## config.mk

```make
export PLATFORM = sky130hd
export DESIGN_NAME = bus_arbiter
export DESIGN_NICKNAME = d
export VERILOG_FILES = /design/src/rtl/bus_arbiter.sv
export SDC_FILE = /design/constraint.sdc
export NUM_CORES = 1
export LEC_CHECK = 0
export BUFFER_PORTS_ARGS = -buffer_cell sky130_fd_sc_hd__clkbuf_2
export CORE_MARGIN = 4
export CORE_UTILIZATION = 45
export DETAILED_ROUTE_END_ITERATION = 16
export GPL_TIMING_DRIVEN = 0
export HOLD_SLACK_MARGIN = 0.06
export PLACE_DENSITY = 0.81
export RECOVER_POWER = 100
export SETUP_SLACK_MARGIN = 0.05
export SKIP_CTS_REPAIR_TIMING = 1
export SLEW_MARGIN = 20
export SYNTH_ARGS = -nofsm -noshare
export SYNTH_HDL_FRONTEND = slang
export SYNTH_SLANG_ARGS = --single-unit
```

## constraint.sdc

```tcl
create_clock -name clk -period 11.2 [get_ports clk]
set_clock_uncertainty 0.15 [all_clocks]
set_input_delay 1.68 -clock clk [delete_from_list [all_inputs] [get_ports clk]]
set_output_delay 1.68 -clock clk [all_outputs]
set_load 0.005 [all_outputs]
```

## src/rtl/bus_arbiter.sv

```systemverilog
// bus_arbiter: round-robin arbiter sharing one synchronous memory bus between
// two masters (master 0 = CPU, master 1 = loader/DMA). One transaction is in
// flight at a time. Each access is sequenced against a fixed-latency memory,
// read data is returned, and a one-cycle ack (plus error for unaligned
// addresses) is pulsed to the granted master.
//
// Ports:
//   clk, reset                  clock (rising edge), async active-high reset
//   m0*/m1*                     master request/WE/address/write data in;
//                               read data, ack and error pulses out
//   busAddress/busDataOut/
//   busWriteEnable/busDataIn    memory bus
//   grant                       one-hot owner of current transaction, 0 idle
module bus_arbiter #(
  parameter int unsigned MEM_LATENCY = 1,
  parameter int unsigned ADDR_WIDTH  = 32
) (
  input  logic                  clk,
  input  logic                  reset,
  input  logic                  m0Request,
  input  logic                  m0WriteEnable,
  input  logic [ADDR_WIDTH-1:0] m0Address,
  input  logic [31:0]           m0DataOut,
  output logic [31:0]           m0DataIn,
  output logic                  m0Ack,
  output logic                  m0Error,
  input  logic                  m1Request,
  input  logic                  m1WriteEnable,
  input  logic [ADDR_WIDTH-1:0] m1Address,
  input  logic [31:0]           m1DataOut,
  output logic [31:0]           m1DataIn,
  output logic                  m1Ack,
  output logic                  m1Error,
  output logic [ADDR_WIDTH-1:0] busAddress,
  output logic [31:0]           busDataOut,
  output logic                  busWriteEnable,
  input  logic [31:0]           busDataIn,
  output logic [1:0]            grant
);

  typedef enum logic [1:0] {IDLE, ACCESS, WAIT, RESP} state_t;

  state_t                state;
  state_t                state_next;
  logic                  last_grant;   // 0: master 0 was last, 1: master 1
  logic                  lat_we;
  logic [2:0]            count;

  logic                  start;
  logic                  take_m1;
  logic                  misaligned;
  logic [ADDR_WIDTH-1:0] sel_addr;
  logic                  sel_we;
  logic [31:0]           sel_data;

  always_comb begin
    state_next = state;
    start      = 1'b0;
    take_m1    = 1'b0;
    sel_addr   = m0Address;
    sel_we     = m0WriteEnable;
    sel_data   = m0DataOut;
    misaligned = 1'b0;
    case (state)
      IDLE: begin
        if (m0Request || m1Request) begin
          start   = 1'b1;
          // On contention the master that did not win last time goes first.
          take_m1 = m1Request && (!m0Request || !last_grant);
          if (take_m1) begin
            sel_addr = m1Address;
            sel_we   = m1WriteEnable;
            sel_data = m1DataOut;
          end
          misaligned = (sel_addr[1:0] != 2'b00);
          state_next = misaligned ? RESP : ACCESS;
        end
      end
      ACCESS:  state_next = WAIT;
      WAIT:    if (count == '0) state_next = RESP;
      RESP:    state_next = IDLE;
      default: state_next = IDLE;
    endcase
  end

  always_ff @(posedge clk or posedge reset) begin
    if (reset) begin
      state          <= IDLE;
      last_grant     <= 1'b1;
      lat_we         <= 1'b0;
      count          <= '0;
      grant          <= '0;
      busAddress     <= '0;
      busDataOut     <= '0;
      busWriteEnable <= 1'b0;
      m0DataIn       <= '0;
      m1DataIn       <= '0;
      m0Ack          <= 1'b0;
      m1Ack          <= 1'b0;
      m0Error        <= 1'b0;
      m1Error        <= 1'b0;
    end else begin
      state          <= state_next;
      m0Ack          <= 1'b0;
      m1Ack          <= 1'b0;
      m0Error        <= 1'b0;
      m1Error        <= 1'b0;
      busWriteEnable <= 1'b0;
      case (state)
        IDLE: begin
          if (start) begin
            grant      <= take_m1 ? 2'b10 : 2'b01;
            last_grant <= take_m1;
            lat_we     <= sel_we;
            // Ack/error are registered, so they are raised on the edge that
            // enters RESP; an unaligned request skips the bus entirely.
            if (misaligned) begin
              if (take_m1) begin
                m1Ack   <= 1'b1;
                m1Error <= 1'b1;
              end else begin
                m0Ack   <= 1'b1;
                m0Error <= 1'b1;
              end
            end else begin
              busAddress     <= sel_addr;
              busDataOut     <= sel_data;
              busWriteEnable <= sel_we;
            end
          end
        end
        ACCESS: begin
          count <= 3'(MEM_LATENCY - 1);
        end
        WAIT: begin
          if (count == '0) begin
            if (grant[1]) begin
              if (!lat_we) m1DataIn <= busDataIn;
              m1Ack <= 1'b1;
            end else begin
              if (!lat_we) m0DataIn <= busDataIn;
              m0Ack <= 1'b1;
            end
          end else begin
            count <= count - 3'd1;
          end
        end
        RESP: begin
          grant <= '0;
        end
        default: ;
      endcase
    end
  end

endmodule

```

==> flow_summary.toml <==
[logic_synthesis]
ys_types = 31
synthMuxAreaShare_pct = 35.36
ys_seq_elements = 142
syn_area_sq_um = 6274
yosysWarnings = 0
synth_simple_gate_area_share_pct = 2.433
synth_fp_nets = 584
synth_cells = 412
yosysSeqAreaShare_pct = 56.66
synth_top_family_by_area = "multiplexers"
synthAdderAreaFrac_pct = 1.197
synth_compound_area_share_pct = 1.735
synth_xor_area_share_pct = 0
syn_area_per_cell_sq_um = 15.23

[cts]
cts_buffers = 17
cts_tree = "built"
h-tree-depth = 4
worstSkewPairLatency_ns = 0.41
cts.sinks = 142
path_clk_slew_ns = 0.06
clockBufferDepth = 2
ctsRootBufferMaster = "clkbuf_16"

[detailed_routing]
drt_pass1_iterations = 4
ant_nets = 0
drc = 0
routedWlPerCell_um = 18.22
wl_mm = 16.78
drt_iter0_markers = 134
routed-via-count = 4636
via_per_inst = 5.034

[setup_path]
cpMostUsedCell = "clkbuf_1"
cp_slowest_stage_delay_ns = 0.74
cp.arrival_ns = 4.44
cp_cell_sequence = "clkbuf_1 -> a21boi_0 -> mux2i_1 -> nor2_1 -> clkbuf_1 -> mux2_2"
cp_top_family = "buffers and inverters"
critPathKind = "in2reg"
required_ns = 11.34
path_buf_inv = 2
crit_slowest_cell = "nor2_1"
cp-start-kind = "primary input"
crit_fanout = 10
end_kind = "flip-flop"

[timing]
worst_slew_pin_slew_ns = 1.577
fin_setup_tns_ns = 0
finalHoldViolCount = 0
period_minus_slack_ns = 4.297
fin_crit_sh_pct = 38.37
rsz0062_at_grt = "false"
fmax_ghz = 0.2327
maxSlewHeadroom_pct = -5.721
maxSlewViolCount = 36
setup_viol = 0

[floorplanning]
die_area_sq_um = 15890
rows = 42
io_pins = 301
die_h_um = 126.1
coreArea_sq_um = 13450
die_width_um = 126.1
start_util_pct = 46.63

[finish]
fillerInstances = 1093
final_core_util_pct = 62.22
layout-drive-gt1-share_pct = 47.52
layout_common_cells = "clkbuf_2, dfrtp_1, clkbuf_1, mux2_2, mux2_1"
fin_area_sq_um = 8371
stdcell_count = 921
fin_nets = 904
syn2layout_area_growth_pct = 33.43
num_antenna_cells = 0
final_common_cell = "clkbuf_2"

[placed_design]
place_hpwl_mm = 13.17
placed_area_sq_um = 8030
gp_congestion = 0.8463
placedCellCount = 889
numPortBuffers = 300

[grt]
overflow = 0
grt_pass1_vias = 5217
grt_usage_pct = 21.48
grt_max_degree = 108
antenna_found_initial = 0
grt_pass1_wl_mm = 27.10

[power]
p_clk_share_pct = 26.5
cellPowerDensity_nw_per_um2 = 259.8
power_frac_comb_pct = 32.3
peakVddDrop_mv = 0.1172
seqPwrFrac_pct = 41.2
switchingPower_uw = 677.7
leakage_uw = 0.003933
total_power_uw = 2174
intPower_uw = 1497
swShare_pct = 31.17

[status]
status = "complete, but fails checks"
violations = "max-capacitance violations, max-slew violations"

[worst_hold_path]
hold_class = "reg2reg"

[job]
maxCapViolCount = 1
[routing by layer]
metal  track usage, %  share of wire, %
met1            24.23                38
met2            38.18                52
met3            7.790               8.4
met4            6.309               1.5
met5                0                 0
[path summary, 6_finish.rpt]
path	from	to	slack [ns]	cells after the start
hold / removal	busDataOut[16]	busDataOut[16]	0.34	1
setup reg to reg	last_grant	busDataOut[10]	8.09	5
max in group asynchronous	reset	last_grant	8.32	3
setup / recovery	m1Request	busDataOut[10]	6.90	6
min in group asynchronous	reset	m1DataIn[23]	1.48	2
hold reg to reg	busDataOut[16]	busDataOut[16]	0.34	1
[metrics by stage]
step / hold WS (ns) / setup slack [ns]
CTS: 0.3407 / 7.854
finish: 0.3358 / 6.903
global placement: 0.3180 / 4.239
detailed placement: 0.3276 / 7.410
floorplan: 0.2998 / 5.562
global route: 0.3492 / 6.710
[cells in the mapped netlist]
library cell	count	area share (%)
dfrtp_1	141	56
mux2_2	118	21
mux2_1	52	9.3
mux2_4	18	4.3
buf_2	11	0.88
inv_1	7	0.42
o21ai_0	7	0.56
buf_6	6	1.1
ha_1	6	1.2
nand2_1	6	0.36
a21oi_1	5	0.40
nor2_1	4	0.24
nand2b_1	3	0.30
nand3_1	3	0.24
nor2b_1	3	0.30
buf_1	2	0.12
clkbuf_1	2	0.12
mux2i_1	2	0.32
nor3b_1	2	0.24
o21ai_1	2	0.16
o22ai_1	2	0.20
a21boi_2	1	0.18
a31oi_1	1	0.10
and3b_1	1	0.14
dfstp_2	1	0.42
mux2i_2	1	0.22
nand3b_1	1	0.12
nor2_8	1	0.32
nor3_1	1	0.080
o22a_1	1	0.14
or2_1	1	0.10
[layout make-up]
cell class              instances  area, sq um  share of cell area, %
flip-flops and latches        142         3555                  42.47
multi-input cells             242         2471                  29.52
repair buffers                301         1408                  16.82
clock buffers                  20        446.7                  5.336
well taps                     176        220.2                  2.631
clock inverters                12        160.2                  1.913
plain buffers                  21        82.58                 0.9865
inverters                       7        27.53                 0.3288
[flip-flops by register name, indices dropped and copies added, names as in the netlist]
name,cells
busAddress,32
busDataOut,32
m0DataIn,32
m1DataIn,32
count,3
grant,2
state,2
busWriteEnable,1
last_grant,1
lat_we,1
m0Ack,1
m0Error,1
m1Ack,1
m1Error,1
[cell families (layout without fill, tap and decap cells)]
| kind of cell | after synthesis | count (layout) |
|---|---|---|
| adder cells (fa/ha/maj) | 6 | 6 |
| AO/OA/AOI/OAI | 19 | 19 |
| buffers and inverters | 28 | 361 |
| multiplexers | 191 | 191 |
| flip-flops | 142 | 142 |
| AND/OR/NAND/NOR | 26 | 26 |
[power groups by stage]
| stage | combinational [uW] | sequential (uW) | clock [uW] |
|---|---|---|---|
| final | 703 | 896 | 576 |
| after global routing | 781 | 925 | 611 |
| after CTS | 800 | 901 | 586 |
| after detailed placement | 797 | 905 | 0 |
| after global placement | 766 | 888 | 0 |
| after floorplan | 396 | 907 | 0 |
Note: power is estimated with default switching activity, not from simulation.
